$ cat config.mk
export PLATFORM = sky130hd
export DESIGN_NAME = edge_detect_multi
export DESIGN_NICKNAME = d
export VERILOG_FILES = /design/src/rtl/edge_detect_pkg.sv /design/src/rtl/edge_detect_chan.sv /design/src/rtl/edge_detect_multi.sv
export SDC_FILE = /design/constraint.sdc
export NUM_CORES = 1
export LEC_CHECK = 0
export BUFFER_PORTS_ARGS = -buffer_cell sky130_fd_sc_hd__buf_4
export CELL_PAD_IN_SITES_DETAIL_PLACEMENT = 1
export CELL_PAD_IN_SITES_GLOBAL_PLACEMENT = 1
export CORE_MARGIN = 2
export CORE_UTILIZATION = 35
export DETAILED_ROUTE_END_ITERATION = 7
export HOLD_SLACK_MARGIN = 0.12
export PLACE_DENSITY_LB_ADDON = 0.1
export SLEW_MARGIN = 25
export SYNTH_ARGS = -nofsm -noshare
export SYNTH_HDL_FRONTEND = slang
export SYNTH_SLANG_ARGS = --single-unit
$ cat constraint.sdc
create_clock -name clk -period 3 [get_ports clk]
set_input_delay 0.6 -clock clk [delete_from_list [all_inputs] [get_ports clk]]
set_output_delay 0.6 -clock clk [all_outputs]
set_load 0.02 [all_outputs]
$ cat src/rtl/edge_detect_pkg.sv
// Shared state encoding and elaboration helpers for the multi-channel edge detector.
package edge_detect_pkg;

    typedef enum logic [1:0] {
        ZERO  = 2'b00,
        WAIT1 = 2'b01,
        ONE   = 2'b11,
        WAIT0 = 2'b10
    } state_t;

    function automatic int clog2(input int value);
        int res;
        res = 0;
        for (int i = 0; i < 32; i++) begin
            if ((32'd1 << i) < value) begin
                res = i + 1;
            end
        end
        return res;
    endfunction

endpackage

$ cat src/rtl/edge_detect_chan.sv
// One channel: level synchroniser, edge FSM (optional debounce via EDGE_DEBOUNCE_EN) and Mealy ticks.
module edge_detect_chan
    import edge_detect_pkg::*;
#(
    parameter int SYNC_STAGES = 2,
    parameter int DB_CYCLES   = 16
) (
    input  logic clk,
    input  logic reset,
    input  logic level,
    input  logic rise_en,
    input  logic fall_en,
    output logic tick_rise,
    output logic tick_fall,
    output logic level_q
);

    if (SYNC_STAGES < 2 || DB_CYCLES < 2) begin : g_param_check
        $error("edge_detect_chan: SYNC_STAGES and DB_CYCLES must both be >= 2");
    end

    logic [SYNC_STAGES-1:0] sync_r;
    logic                   s_s;
    state_t                 state_r;
    state_t                 state_s;
    logic                   rise_det_s;
    logic                   fall_det_s;

    // Synchroniser chain for the asynchronous level input
    always_ff @(posedge clk or posedge reset) begin
        if (reset) begin
            sync_r <= {SYNC_STAGES{1'b0}};
        end else begin
            sync_r <= {sync_r[SYNC_STAGES-2:0], level};
        end
    end

    assign s_s = sync_r[SYNC_STAGES-1];

`ifdef EDGE_DEBOUNCE_EN
    localparam int CNT_W = (clog2(DB_CYCLES) < 1) ? 1 : clog2(DB_CYCLES);
    localparam logic [CNT_W-1:0] CNT_MAX = CNT_W'(DB_CYCLES - 1);

    logic [CNT_W-1:0] cnt_r;
    logic [CNT_W-1:0] cnt_s;

    // State and stability counter registers
    always_ff @(posedge clk or posedge reset) begin
        if (reset) begin
            state_r <= ZERO;
            cnt_r   <= {CNT_W{1'b0}};
        end else begin
            state_r <= state_s;
            cnt_r   <= cnt_s;
        end
    end

    // Debounce next-state: an edge is accepted only after s holds for DB_CYCLES cycles
    always_comb begin
        state_s    = state_r;
        cnt_s      = cnt_r;
        rise_det_s = 1'b0;
        fall_det_s = 1'b0;
        case (state_r)
            ZERO: begin
                if (s_s) begin
                    state_s = WAIT1;
                    cnt_s   = {CNT_W{1'b0}};
                end else begin
                    state_s = ZERO;
                end
            end
            WAIT1: begin
                if (!s_s) begin
                    state_s = ZERO;
                end else if (cnt_r == CNT_MAX) begin
                    state_s    = ONE;
                    rise_det_s = 1'b1;
                end else begin
                    cnt_s = cnt_r + CNT_W'(1);
                end
            end
            ONE: begin
                if (!s_s) begin
                    state_s = WAIT0;
                    cnt_s   = {CNT_W{1'b0}};
                end else begin
                    state_s = ONE;
                end
            end
            WAIT0: begin
                if (s_s) begin
                    state_s = ONE;
                end else if (cnt_r == CNT_MAX) begin
                    state_s    = ZERO;
                    fall_det_s = 1'b1;
                end else begin
                    cnt_s = cnt_r + CNT_W'(1);
                end
            end
            default: begin
                state_s = ZERO;
                cnt_s   = {CNT_W{1'b0}};
            end
        endcase
    end
`else
    // State register
    always_ff @(posedge clk or posedge reset) begin
        if (reset) begin
            state_r <= ZERO;
        end else begin
            state_r <= state_s;
        end
    end

    // Two-state next-state: any change of s is an edge
    always_comb begin
        state_s    = state_r;
        rise_det_s = 1'b0;
        fall_det_s = 1'b0;
        case (state_r)
            ZERO: begin
                if (s_s) begin
                    state_s    = ONE;
                    rise_det_s = 1'b1;
                end else begin
                    state_s = ZERO;
                end
            end
            ONE: begin
                if (!s_s) begin
                    state_s    = ZERO;
                    fall_det_s = 1'b1;
                end else begin
                    state_s = ONE;
                end
            end
            default: begin
                state_s = ZERO;
            end
        endcase
    end
`endif

    // Enables gate only the ticks, never the state tracking
    assign tick_rise = rise_det_s & rise_en;
    assign tick_fall = fall_det_s & fall_en;
    assign level_q   = (state_r == ONE) || (state_r == WAIT0);

endmodule

$ cat src/rtl/edge_detect_multi.sv
// Multi-channel edge detector top; debounce is enabled by defining EDGE_DEBOUNCE_EN.
module edge_detect_multi
    import edge_detect_pkg::*;
#(
    parameter int CH          = 8,
    parameter int SYNC_STAGES = 2,
    parameter int DB_CYCLES   = 16
) (
    input  logic          clk,
    input  logic          reset,
    input  logic [CH-1:0] level,
    input  logic [CH-1:0] rise_en,
    input  logic [CH-1:0] fall_en,
    output logic [CH-1:0] tick_rise,
    output logic [CH-1:0] tick_fall,
    output logic          any_tick,
    output logic [CH-1:0] level_q
);

    for (genvar i = 0; i < CH; i++) begin : g_chan
        edge_detect_chan #(
            .SYNC_STAGES (SYNC_STAGES),
            .DB_CYCLES   (DB_CYCLES)
        ) u_chan (
            .clk       (clk),
            .reset     (reset),
            .level     (level[i]),
            .rise_en   (rise_en[i]),
            .fall_en   (fall_en[i]),
            .tick_rise (tick_rise[i]),
            .tick_fall (tick_fall[i]),
            .level_q   (level_q[i])
        );
    end

    assign any_tick = |{tick_rise, tick_fall};

endmodule

==> impl_metrics.json <==
{
  "worst_slew_pin_slew_ps": 848.7,
  "synthesis.area_um2": 997.2,
  "cpMaxStageDelayCell": "or4_1",
  "finalSetupViolations": 0,
  "maxCapViolCount": 0,
  "critical_path_required_ps": 2400,
  "die_y_um": 57.38,
  "vias": 632,
  "final_nets": 140,
  "ys_seq_area_frac": 0.6023,
  "drt_iter0_markers": 2,
  "synth_top_area_share": 0.6023,
  "fin_area_um2": 1267,
  "grt_pass1_vias": 674,
  "grt_max_degree": 25,
  "wl_um": 1761,
  "post_cts_buffers": 0,
  "syn_area_per_cell_um2": 12.01,
  "leakagePower_uw": 0.0007295,
  "clock_skew_ps": 2.293,
  "drv_slew": 0,
  "period_minus_slack_ps": 2363,
  "setup_tns_ps": 0,
  "fillers": 300,
  "cts_made_buffers": 3,
  "fp.dieW_um": 57.38,
  "hold_buffers": 0,
  "crit_path_end_kind": "output port",
  "synth.distinct_cells": 9,
  "timing.hold.ws_ps": 361.5,
  "hold_path_class": "flip-flop to flip-flop",
  "die_area_um2": 3292,
  "finalWeightedCongestion": 0.7651,
  "worstSetupPathType": "flip-flop to output port",
  "worstPathArrival_ps": 1760,
  "synth-seq-cells": 24,
  "irDropWorstVdd_mv": 0.3694,
  "drc": 0,
  "crit_chain": "and3b_1 > nand4bb_1 > or4_1 > buf_4",
  "path_clk_slew_ps": 120,
  "area.growth.synth_to_final_pct": 27.10,
  "avgRoutedWirePerCell_um": 12.23,
  "critPathBufInv": 1,
  "drive_above_1_share": 0.4779,
  "start_util": 0.3648,
  "crit_path_max_fanout": 3,
  "ys_top_cells_by_area": "dfrtp_1, buf_4, nand3b_1",
  "timing.fmax_mhz": 423.2,
  "rows": 19,
  "core_um2": 2734,
  "portBuffers": 50,
  "antenna_found_initial": 0,
  "vias_per_cell": 4.389,
  "place_area_um2": 1231,
  "fin_crit_sh": 0.7876,
  "cts_resized": 0,
  "postSynthCellCount": 83,
  "grtUsageTotal": 0.1194,
  "timing_hold_violations_final": 0,
  "status": "finished clean",
  "rsz0062_at_grt": "no",
  "synth_top_area_cell": "dfrtp_1",
  "cts_max_level": 1,
  "path_delay_family": "simple AND/OR/NAND/NOR gates",
  "dp_hpwl_um": 1481,
  "root_buffer": "clkbuf_4",
  "clk_latency_ps": 300,
  "firstDrtPassIters": 3,
  "io_pins": 51,
  "cts.sinks": 24,
  "grt-ovfl-total": 0,
  "powerDensity_nw_per_um2": 474.7,
  "cts_tree": "built",
  "final_common_cell": "buf_4",
  "mostFrequentLayoutCells": "buf_4, dfrtp_1, inv_1, nand3b_1",
  "antenna_cells": 0,
  "ys_warn_count": 0,
  "ant_nets": 0,
  "grt_pass1_wl_um": 2987,
  "critPathLaunchType": "flip-flop",
  "slew_headroom": 0.4336,
  "synthesis.nets": 109,
  "cpPeakStageDelay_ps": 510,
  "cts.path.max_buffers": 2
}
-- layout make-up --
cell class / instances / area, um2 / share of cell area
Tap cell: 31 / 38.79 / 0.03060
Multi-Input combinational cell: 21 / 163.9 / 0.1293
Sequential cell: 24 / 600.6 / 0.4738
Inverter: 14 / 52.55 / 0.04146
Clock buffer: 4 / 36.28 / 0.02863
Timing Repair Buffer: 50 / 375.4 / 0.2961
-- stage by stage --
step           power [uW]  instances    util  setup WS [ps]
3_3_place_gp        445.4        140  0.4503          664.6
2_1_floorplan       411.8         83       -          864.9
4_1_cts             613.0        144  0.4636          610.1
5_1_grt             639.4        144  0.4636          536.7
3_5_place_dp        448.6        140  0.4503          663.7
6_report            601.7        144  0.4636          637.2
-- cells in the mapped netlist, drive strengths merged --
cell and instances:
buf 24, inv 14, nand4bb 1, dfrtp 24, nand4 2, or4 1
and3b 3, nand4b 1, nand3b 13
-- sequential cells by signal (all words and copies together) (netlist names) --
| name | cells |
|---|---|
| g_chan.u_chan.sync_r | 16 |
| g_chan.u_chan.state_r | 8 |
-- path summary, 6_finish.rpt --
path	depth (start not counted)	end	start	slack [ps]
worst max-delay path	4	any_tick	g_chan[6].u_chan.sync_r[1]	640
worst min-delay path	0	g_chan[4].u_chan.sync_r[1]	g_chan[4].u_chan.sync_r[0]	360
worst max register to register	0	g_chan[5].u_chan.state_r[0]	g_chan[5].u_chan.sync_r[1]	2470
worst min register to register	0	g_chan[4].u_chan.sync_r[1]	g_chan[4].u_chan.sync_r[0]	360
max in group asynchronous	2	g_chan[3].u_chan.sync_r[1]	reset	2020
min in group asynchronous	2	g_chan[0].u_chan.sync_r[0]	reset	460
-- layer usage --
metal,up-vias,track usage,share of wire
li1,302,-,-
met1,302,0.1307,0.40
met2,26,0.2078,0.51
met3,2,0.03628,0.083
met4,0,0.05980,0.0080
met5,-,0,0
-- cell families (layout without fill, tap and decap cells) --
kind of cell	after synthesis	after routing	synth area share
buffers and inverters	38	68	0.2334
DFF	24	24	0.6023
and+or+nand+nor	21	21	0.1644
-- power by group --
group          internal (uW)  total [uW]  leakage, uW  switching, uW
combinational           47.9        90.7     0.000429           42.8
clock                   74.0         162    0.0000210           88.0
sequential               340         349     0.000280           9.24
total                    462         602     0.000729            140
Note: power is estimated with default switching activity, not from simulation.
